## config.mk

```make
export PLATFORM = sky130hd
export DESIGN_NAME = hilo_muldiv
export DESIGN_NICKNAME = d
export VERILOG_FILES = /design/src/rtl/muldiv_pkg.sv /design/src/rtl/muldiv_step.sv /design/src/rtl/hilo_muldiv.sv
export SDC_FILE = /design/constraint.sdc
export NUM_CORES = 1
export LEC_CHECK = 0
export CORE_ASPECT_RATIO = 1.2
export CORE_MARGIN = 2
export CORE_UTILIZATION = 35
export DETAILED_ROUTE_END_ITERATION = 12
export GPL_ROUTABILITY_DRIVEN = 0
export GPL_TIMING_DRIVEN = 1
export PLACE_DENSITY = 0.56
export SETUP_SLACK_MARGIN = 0.5
export SYNTH_ARGS = -nofsm -noshare
export SYNTH_HDL_FRONTEND = slang
export SYNTH_SLANG_ARGS = --single-unit
```

## constraint.sdc

```tcl
create_clock -name clk -period 5.5 [get_ports clk]
set_input_delay 0.55 -clock clk [delete_from_list [all_inputs] [get_ports clk]]
set_output_delay 0.55 -clock clk [all_outputs]
set_load 0.01 [all_outputs]
```

## src/rtl/muldiv_pkg.sv

```systemverilog
// Shared encodings for the Hi/Lo multiply-divide unit.
// Op codes and FSM state constants used by hilo_muldiv and muldiv_step.
package muldiv_pkg;

  localparam logic OP_MULTU = 1'b0;
  localparam logic OP_DIVU  = 1'b1;

  localparam logic [1:0] S_IDLE = 2'd0;
  localparam logic [1:0] S_RUN  = 2'd1;
  localparam logic [1:0] S_DONE = 2'd2;

endpackage

```

## src/rtl/muldiv_step.sv

```systemverilog
// One iteration of the iterative unsigned multiply / restoring divide.
// Divide datapath exists only when HILO_MULDIV_DIVIDE_EN is defined.
module muldiv_step
  import muldiv_pkg::*;
#(
  parameter int WIDTH = 32
) (
  input  logic             op,
  input  logic [WIDTH-1:0] acc,
  input  logic [WIDTH-1:0] q,
  input  logic [WIDTH-1:0] b,
  output logic [WIDTH-1:0] acc_n,
  output logic [WIDTH-1:0] q_n
);

  logic [WIDTH:0] sum;
`ifdef HILO_MULDIV_DIVIDE_EN
  logic [WIDTH:0] rem;
  logic [WIDTH:0] diff;
`endif

  always_comb begin
    // multiply: add, then shift {acc,q} right one bit
    sum   = {1'b0, acc} + (q[0] ? {1'b0, b} : '0);
    acc_n = sum[WIDTH:1];
    q_n   = {sum[0], q[WIDTH-1:1]};
`ifdef HILO_MULDIV_DIVIDE_EN
    rem  = {acc, q[WIDTH-1]};
    diff = rem - {1'b0, b};
    if (op == OP_DIVU) begin
      if (rem >= {1'b0, b}) begin
        acc_n = diff[WIDTH-1:0];
        q_n   = {q[WIDTH-2:0], 1'b1};
      end else begin
        acc_n = rem[WIDTH-1:0];
        q_n   = {q[WIDTH-2:0], 1'b0};
      end
    end
`else
    if (op == OP_DIVU) begin
      acc_n = acc;
      q_n   = q;
    end
`endif
  end

endmodule

```

## src/rtl/hilo_muldiv.sv

```systemverilog
// Iterative MULTU/DIVU unit writing a Hi/Lo pair, WIDTH steps per op.
// Define HILO_MULDIV_DIVIDE_EN to build in the unsigned divider.
module hilo_muldiv
  import muldiv_pkg::*;
#(
  parameter int WIDTH = 32
) (
  input  logic             clk,
  input  logic             rst_n,
  input  logic             Start,
  input  logic             Op,
  input  logic [WIDTH-1:0] DataA,
  input  logic [WIDTH-1:0] DataB,
  output logic             Busy,
  output logic             Done,
  output logic [WIDTH-1:0] Hi,
  output logic [WIDTH-1:0] Lo
);

  localparam int CW = (WIDTH > 1) ? $clog2(WIDTH) : 1;
  localparam logic [CW-1:0] LAST = CW'(WIDTH - 1);

  logic [1:0]       state;
  logic [CW-1:0]    cnt;
  logic             op_r;
  logic [WIDTH-1:0] acc;
  logic [WIDTH-1:0] q;
  logic [WIDTH-1:0] b;
  logic [WIDTH-1:0] acc_n;
  logic [WIDTH-1:0] q_n;

  muldiv_step #(
    .WIDTH(WIDTH)
  ) u_step (
    .op   (op_r),
    .acc  (acc),
    .q    (q),
    .b    (b),
    .acc_n(acc_n),
    .q_n  (q_n)
  );

  always_ff @(posedge clk) begin
    if (!rst_n) begin
      state <= S_IDLE;
      cnt   <= '0;
      op_r  <= OP_MULTU;
      acc   <= '0;
      q     <= '0;
      b     <= '0;
      Hi    <= '0;
      Lo    <= '0;
    end else begin
      unique case (state)
        S_IDLE: begin
          if (Start) begin
`ifndef HILO_MULDIV_DIVIDE_EN
            // no divider: DIVU completes at once with a zero result
            if (Op == OP_DIVU) begin
              state <= S_DONE;
              Hi    <= '0;
              Lo    <= '0;
            end else
`endif
            begin
              state <= S_RUN;
              op_r  <= Op;
              acc   <= '0;
              q     <= DataA;
              b     <= DataB;
              cnt   <= '0;
            end
          end
        end
        S_RUN: begin
          acc <= acc_n;
          q   <= q_n;
          if (cnt == LAST) begin
            state <= S_DONE;
            cnt   <= '0;
            Hi    <= acc_n;
            Lo    <= q_n;
          end else begin
            cnt <= cnt + 1'b1;
          end
        end
        S_DONE: state <= S_IDLE;
        default: state <= S_IDLE;
      endcase
    end
  end

  assign Busy = (state == S_RUN);
  assign Done = (state == S_DONE);

endmodule

```

==> results summary, run 1 <==
The run finished with clean final reports. The violation count after the first detailed-routing iteration came out at approximately 410. The setup TNS is 0 ns. The number of nets in the final layout is approximately 1200. The instance count of the mapped netlist came out at between 900 and 1000. The number of placed instances, taps included, is roughly 1400.

Summing every instance area after synthesis gives about 8200 µm². VDD sags by at most around 0.21 mV. Among all flip-flop cells after synthesis, the most frequent one is sky130_fd_sc_hd__dfxtp_1. The clock tree root buffer cell is sky130_fd_sc_hd__clkbuf_16. Ranked by total cell area, the synthesized netlist is headed by sky130_fd_sc_hd__dfxtp_1 41%, sky130_fd_sc_hd__nand2_1 8.8%, sky130_fd_sc_hd__ha_1 5.2%, sky130_fd_sc_hd__a21boi_0 4.5%, sky130_fd_sc_hd__and2_1 4.4%.

Of the post-synthesis cell area, the dominant cell type holds between 40% and 50%. The layout-stage area growth over the synthesis result is 25.7%. The die boundary width is approximately 140 µm. By count the netlist is led by 191 x sky130_fd_sc_hd__nand2_1, 167 x sky130_fd_sc_hd__dfxtp_1, 57 x sky130_fd_sc_hd__and2_1. The number of diodes came out at 0.

The number of antenna violations at the first check in global routing came out at 0. The worst setup path is launched from a flip-flop. When the netlist entered floorplanning its net count stood at approximately 1100. The arrival time of data at the critical path endpoint is 3.63 ns. The data required time at the worst endpoint came out at ~6 ns. Leaving out filler cells and counting taps, the final layout contains between 1000 and 1500. The count of hold buffers inserted by post-cts repair came out at 0. Counting along the longest clock path gives a buffer depth of 2. The post-route fraction of the period consumed by the critical path is 60.0%. Setup repair after global routing left no endpoint under its margin.

The die area is ~25000 µm². The buffers plus inverters on the worst setup path is 1. The number of clock buffers added by TritonCTS is 17. Counting distinct cell types in the post-synthesis netlist gives 54. The average instance area after synthesis came out at between 8 and 9 µm². The internal power came out at around 0.0020 W. The overall die height came out at approximately 170 µm. Of the total power, the share spent switching nets is 26.0%. The clock tree from TritonCTS is built. The placeable core region is between 20000 and 25000 µm². In this run the worst hold path is classified as flip-flop to flip-flop. Setup violations remaining at the end of the flow were counted as 0. For this run, the slowest stage of the critical path takes just under 1 ns. The critical path is of the flip-flop to flip-flop type.

The via count came out at just over 7000. After filler insertion, the fill cell instance count of the layout stands at roughly 2300. The clock insertion delay at the later pin of the skew report is 0.43 ns. In the routed design, unresolved DRC markers number 0. The largest individual stage delay along the critical path comes from the cell sky130_fd_sc_hd__dfxtp_1.

Of the total power, combinational logic draws under 10%. The worst setup path is captured at a flip-flop. The number of register bits inferred by synthesis is 167.

The count of endpoints failing hold in the final timing report is 0. In the post-synthesis netlist, the cell with the most instances is sky130_fd_sc_hd__nand2_1. The utilization of the core after routing is 44.6%. The part of the total power dissipated in the clock network came out at around 45%. The count of H-tree levels built during CTS came out at 4.

The average routed wire per standard cell is between 15 and 20 µm. The total power density per cell area came out at 261 nW/µm². The biggest area contributor in the post-synthesis netlist is sky130_fd_sc_hd__dfxtp_1. The async set or reset register ratio after synthesis came out at 0%. In this run the static leakage power is between 3 and 4 nW. The remaining number of nets flagged by the antenna check after routing came out at 0.

The maximum number of pins on one net before global-route repair is between 70 and 80. The number of max-slew violations in the final report is 0. The power dissipated by switching net loads is 0.000697 W.

The final routed wirelength across all metal layers is 23100 µm. Final hold analysis gives a worst-case slack of about 0.45 ns. The row count came out at 61. The part of the total power dissipated in sequential elements came out at roughly 47%. The number of global-route vias before repair is around 6800. Subtracting the final worst setup slack from the clock period gives ~3.3 ns. The first global-routing pass estimated around 36000 µm of wire. Timing would allow up to just over 300 MHz. The critical path goes through and2_1 -> ha_1 -> inv_1 -> fa_1 -> nor2b_1 -> o31ai_2 -> a31oi_1 -> o22ai_2 -> a22o_1 -> xnor2_1 -> a22o_1. Prior to clock tree synthesis, the placed netlist has a worst setup slack of about 2.1 ns. The leftover overflow at the end of global routing came out at 0. Broken down by cell family, the worst path's largest delay share belongs to compound AO/OA/AOI/OAI gates. The number of enable-type register cells in the synthesized netlist is 0. The actual slew at the worst max-slew pin came out at between 1 and 1.5 ns. The most numerous cell type found on the critical path is sky130_fd_sc_hd__a22o_1. The boundary pin count came out at around 130. The synthesis warning total is 0. The ratio of cells with drive above 1 in the final layout came out at under 10%.

The number of vias per cell came out at roughly 5.1. The total half-perimeter wirelength after legalization and detailed placement is about 16000 µm. In this run the tool buffered the top-level ports with ~130 buffer cells.

Once the floorplan was initialized, standard cells occupied 35.4% of the core. The post-CTS resize count is 0. After synthesis, flip-flops and latches occupy between 40% and 50% of the total area. The post-CTS clock slew at the launch and capture registers of the worst setup and hold paths is approximately 0.070 ns.

The number of buffers inserted to repair setup after CTS came out at 0. The max capacitance violation total is 0. The clock net in this run drives a total of 167 sinks. The worst slew slack as a fraction of its limit is roughly 29%. The number of detailed-routing iterations run before antenna repair is 5. The worst path setup slack after routing came out at approximately 2.2 ns. Across the routed clock network, the largest skew measured is ~0.013 ns. Of all nets on the critical path, the largest fanout is 33.

The global-route usage over all layers is about a fifth.
## power by group through the flow
stage	clock [W]	sequential (W)	combinational, W
after floorplan	0	0.00128	0.000128
after global placement	0	0.00129	0.000217
after detailed placement	0	0.00129	0.000218
after CTS	0.00123	0.00127	0.000218
after global routing	0.00127	0.00127	0.000237
final	0.00120	0.00127	0.000214
## registers in the layout (all words and copies together) (netlist names)
signal,count
q,32
Lo,32
b,32
Hi,32
acc,32
cnt,5
state,2
## worst paths after layout
check	startpoint	end	slack (ns)	cells past startpoint
min reg2reg	Lo[16]$_SDFFE_PN0P_	Lo[16]$_SDFFE_PN0P_	0.45	2
max	q[0]$_SDFFE_PN0P_	Hi[29]$_SDFFE_PN0P_	2.20	11
max reg2reg	q[0]$_SDFFE_PN0P_	Hi[29]$_SDFFE_PN0P_	2.20	11
min	Lo[16]$_SDFFE_PN0P_	Lo[16]$_SDFFE_PN0P_	0.45	2
## kinds of logic (layout without fill, tap and decap cells)
family	after synthesis	after routing	share of synthesized area [%]
buf+inv	74	182	3.81
simple gates	382	382	22.1
fa+ha+maj	35	35	5.45
xor+xnor	31	31	3.32
compound gates	272	272	24.4
flops	167	167	40.9
## worst reg2reg max path, stage by stage (launching register included)
cell and delay, ns:
sky130_fd_sc_hd__dfxtp_1 0.97, sky130_fd_sc_hd__and2_1 0.24, sky130_fd_sc_hd__ha_1 0.18, sky130_fd_sc_hd__inv_1 0.06, sky130_fd_sc_hd__fa_1 0.38, sky130_fd_sc_hd__nor2b_1 0.23, sky130_fd_sc_hd__o31ai_2 0.12, sky130_fd_sc_hd__a31oi_1 0.25
sky130_fd_sc_hd__o22ai_2 0.19, sky130_fd_sc_hd__a22o_1 0.24, sky130_fd_sc_hd__xnor2_1 0.14, sky130_fd_sc_hd__a22o_1 0.19
## metrics by stage
step | power, W | instance area, µm²
4_1_cts | 0.00271 | 10300
3_5_place_dp | 0.00151 | 9690
5_1_grt | 0.00278 | 10300
2_1_floorplan | 0.00141 | 8170
3_3_place_gp | 0.00151 | 9690
6_report | 0.00268 | 10300
## cell type report
class / instances / area, µm² / share of cell area, %
multi-input combinational: 720 / 4530 / 44.1
sequential: 167 / 3340 / 32.6
timing repair buffer: 141 / 1390 / 13.5
clock buffer: 17 / 425 / 4.14
tap: 315 / 394 / 3.84
clock inverter: 15 / 156 / 1.52
inverter: 9 / 33.8 / 0.329
## cell usage in the layout (no fill, tap or decap), types with 5 or more instances in the layout
cell                              synthesis  layout
sky130_fd_sc_hd__nor2_1                  26      26
sky130_fd_sc_hd__nand4_1                  7       7
sky130_fd_sc_hd__a222oi_1                17      17
sky130_fd_sc_hd__clkbuf_16                0      17
sky130_fd_sc_hd__a22o_1                  25      25
sky130_fd_sc_hd__a21boi_0                49      49
sky130_fd_sc_hd__and3_1                   6       6
sky130_fd_sc_hd__nor2b_1                 38      38
sky130_fd_sc_hd__a31oi_1                  8       8
sky130_fd_sc_hd__a21oi_2                  4       5
sky130_fd_sc_hd__ha_1                    34      34
sky130_fd_sc_hd__nor3_1                   9       8
sky130_fd_sc_hd__dfxtp_1                167     167
sky130_fd_sc_hd__o211a_1                 16      16
sky130_fd_sc_hd__and2_1                  57      57
sky130_fd_sc_hd__o21ai_1                  6       6
sky130_fd_sc_hd__nand2_1                191     191
sky130_fd_sc_hd__xnor2_1                 21      21
sky130_fd_sc_hd__o21ai_0                 45      45
sky130_fd_sc_hd__o21a_1                   6       6
sky130_fd_sc_hd__inv_1                    9       8
sky130_fd_sc_hd__a21o_1                   7       6
sky130_fd_sc_hd__xor2_1                  10      10
sky130_fd_sc_hd__clkdlybuf4s50_1          0     132
sky130_fd_sc_hd__a22oi_1                 13      13
sky130_fd_sc_hd__inv_6                    0       5
sky130_fd_sc_hd__buf_4                    0       9
sky130_fd_sc_hd__a21oi_1                 36      35
sky130_fd_sc_hd__a21boi_1                12      12
sky130_fd_sc_hd__nand3_1                 37      37
## layer usage
layer | vias up | GRT usage [%] | wire length [µm]
met5 | - | 0 | 0
met4 | 0 | 5.84 | 452
met3 | 25 | 5.46 | 1450
met2 | 190 | 32.1 | 11400
met1 | 3337 | 22.5 | 9830
li1 | 3563 | - | -
Power figures use the tool's default switching activity.
==> run 2, diff against run 1 <==
PLACE_DENSITY = 0.58   (was 0.56)
clock period = 2.85 ns   (was 5.5 ns; I/O delays follow)
==> run 2 against run 1 <==
Via count increased by 5.6%. Die area unchanged. Largest cell class unchanged. Critical path type unchanged. Non-clock buffer count increased by 44. Sequential power increased by 92%. Total power increased by 98%. Setup slack got worse by 1.8 ns. Critical endpoint is now acc[29]$_SDFFE_PN0P_.
==> results summary, run 2 (synthesized netlist as in run 1, its figures left out) <==
The setup violation total in the final timing report is 0. Buffers inserted during clock tree synthesis total 17. STA puts the critical path data arrival time at ~2.8 ns. The number of sinks driven by the clock tree came out at 167. After detailed routing, the number of vias per cell comes to around 5.3.

The total power density per cell area came out at roughly 460 nW/µm². TritonCTS built the clock tree. The classification of the worst setup path is flip-flop to flip-flop.

The data required time at the worst endpoint came out at between 3 and 4 ns. The total half-perimeter wirelength after legalization and detailed placement came out at between 15000 and 20000 µm. Across the run, the number of max-cap violations was 0.

The maximum number of pins on one net before global-route repair is 77. The count of H-tree levels built during CTS came out at 4. The number of detailed-routing iterations run before antenna repair is 5. The leakage component of the power came out at approximately 4.2 nW.

The worst register-to-register path begins at q[0]$_SDFFE_PN0P_. The actual slew at the worst max-slew pin came out at approximately 0.68 ns. The setup check on the worst reg-to-reg path leaves a slack of approximately 0.41 ns. The clock insertion delay at the later pin of the skew report is approximately 0.45 ns. The area growth from synthesis to layout is 41.5%. The count of endpoints failing hold in the final timing report came out at 0.

The count of cells along the worst register-to-register path is 10. The overall die height came out at 171 µm. The number of buffers added on ports is roughly 130. The count of hold buffers inserted by post-cts repair came out at 0.

The cell that appears most often on the critical path is sky130_fd_sc_hd__a22o_1. The number of antenna violations at the first check in global routing is 0. The largest individual stage delay along the critical path comes from the cell sky130_fd_sc_hd__dfxtp_4. For this block, the initial DRC count from the detailed router was around 570. The worst setup path startpoint is q[0]$_SDFFE_PN0P_.

STA classifies the critical path startpoint as a flip-flop. For this run, the post-layout net count is about 1200. The final routed DRC violation total came out at 0. During I/O placement, the number of pins put on the boundary was between 100 and 150. From left edge to right edge, the die measures around 140 µm.

The ratio of cells with drive above 1 in the final layout is 20.3%. The placeable core region is 23000 µm². The initial cell density of the core came out at a little over a third. The clock period minus worst slack came out at 2.44 ns.

Row generation in the floorplan step produced 61 rows. Timing would allow up to slightly above 400 MHz. The maximum buffer depth of the clock tree came out at 2. Summed over all layers, the routed wires come to ~26000 µm. The clock arrives with between 0.01 and 0.015 ns of skew. The number of antenna diodes in the final layout is 0. Global routing used roughly a fifth of the available tracks across all layers. The highest ir drop seen on vdd came out at approximately 0.42 mV. Global routing finished with a remaining overflow of 0. The commonest non-fill, non-tap cell in the layout is sky130_fd_sc_hd__nand2_1. The total power consumption of the routed design came out at about 0.0053 W. The layout filler cell count came out at about 2200. The largest single stage delay on the critical path is approximately 0.37 ns. The run finished with clean final reports. The number of global-route vias before repair is ~7000. After clock tree synthesis, the clock-pin slew on the worst setup and hold paths is about 0.080 ns. The most critical setup path has its endpoint at acc[29]$_SDFFE_PN0P_. The worst-path maximum fanout is 20. Setup repair after global routing could not meet its margin everywhere. The setup TNS is 0 ns. The post-route fraction of the period consumed by the critical path is ~86%.

The number of max-slew violations in the final report is 0. The capture point of the worst reg-to-reg path is acc[29]$_SDFFE_PN0P_. The average routed wire per standard cell came out at between 15 and 20 µm. The top cell types in the final layout, fill and taps aside, are 182 x sky130_fd_sc_hd__nand2_1, 166 x sky130_fd_sc_hd__dfxtp_1, 132 x sky130_fd_sc_hd__clkdlybuf4s50_1. Traced cell by cell, the critical path runs through buf_12 -> and2_1 -> ha_4 -> and4_1 -> o2111ai_2 -> a31oi_4 -> o22ai_4 -> a22o_1 -> xnor2_2 -> a22o_1. The first global-routing pass estimated about 39000 µm of wire. The tightest min-delay check is of the primary input to flip-flop type. The via count is 7513. The remaining number of nets flagged by the antenna check after routing is 0. In this run the tightest slew margin relative to its limit is a little over half. The clock tree root buffer cell is sky130_fd_sc_hd__clkbuf_16.

The element type at the critical path end is a flip-flop. The die area came out at roughly 25000 µm².
==> run 2: changes by cell type in the layout (fill, tap and decap cells not counted), sizes merged <==
cell / before / now
buf: 9 / 51
clkbuf: 17 / 19
clkinv: 3 / 2
inv: 18 / 19
==> run 2: stage by stage <==
step	setup slack, ns	instance area (µm²)	utilization (%)	hold WS [ns]	instances
after floorplan	0.509	8170	-	0.420	961
after global placement	0.187	9820	42.6	0.440	1366
after detailed placement	0.189	9820	42.6	0.445	1366
after CTS	0.434	11000	47.7	0.217	1409
after global routing	0.332	11600	50.2	0.227	1428
final	0.407	11600	50.2	0.225	1428
==> run 2: layer usage <==
metal / wire length (µm) / GRT usage (%)
met4: 664 / 6.78
met3: 1510 / 5.87
met5: 0 / 0
met2: 12800 / 34.9
met1: 10700 / 24.4
==> run 2: cell type report <==
type	instances	area [µm²]	share of cell area, %
clock buffers	17	425	3.68
clock inverters	15	173	1.49
inverters	9	33.8	0.292
multi-input cells	720	5390	46.6
flip-flops and latches	167	3350	29.0
well taps	315	394	3.41
repair buffers	185	1800	15.6
==> run 2: worst min-delay path by stage <==
stage                     cells past startpoint                  end                 from  slack (ns)
after floorplan                               2    b[2]$_SDFFE_PN0P_             DataB[2]        0.42
after global placement                        2  Lo[16]$_SDFFE_PN0P_  Lo[16]$_SDFFE_PN0P_        0.44
final                                         2   q[26]$_SDFFE_PN0P_                rst_n        0.23
after global routing                          2   q[30]$_SDFFE_PN0P_                rst_n        0.23
after CTS                                     2   q[26]$_SDFFE_PN0P_                rst_n        0.22
after detailed placement                      2    b[4]$_SDFFE_PN0P_    b[4]$_SDFFE_PN0P_        0.44
==> run 2: critical path: cells and delay by family (launching register included) <==
family	cells	cell delay (ns)
buf+inv	1	0.15
fa+ha+maj	1	0.31
simple gates	2	0.41
compound gates	5	0.94
flops	1	0.37
xor+xnor	1	0.15
==> run 2: timing repair <==
item                                    4_1_cts  5_1_grt
setup buffers                                11       17
resized for setup                            89       86
gates cloned                                  0        2
pin swaps                                    23       48
endpoints found under the setup margin       44       50
==> run 2: report_power, final <==
group,total [W],leakage [nW],internal [W],switching [W]
sequential,0.00244,1.35,0.00239,0.0000445
clock,0.00239,0.289,0.00126,0.00113
combinational,0.000475,2.60,0.000221,0.000254
total,0.00530,4.25,0.00387,0.00143
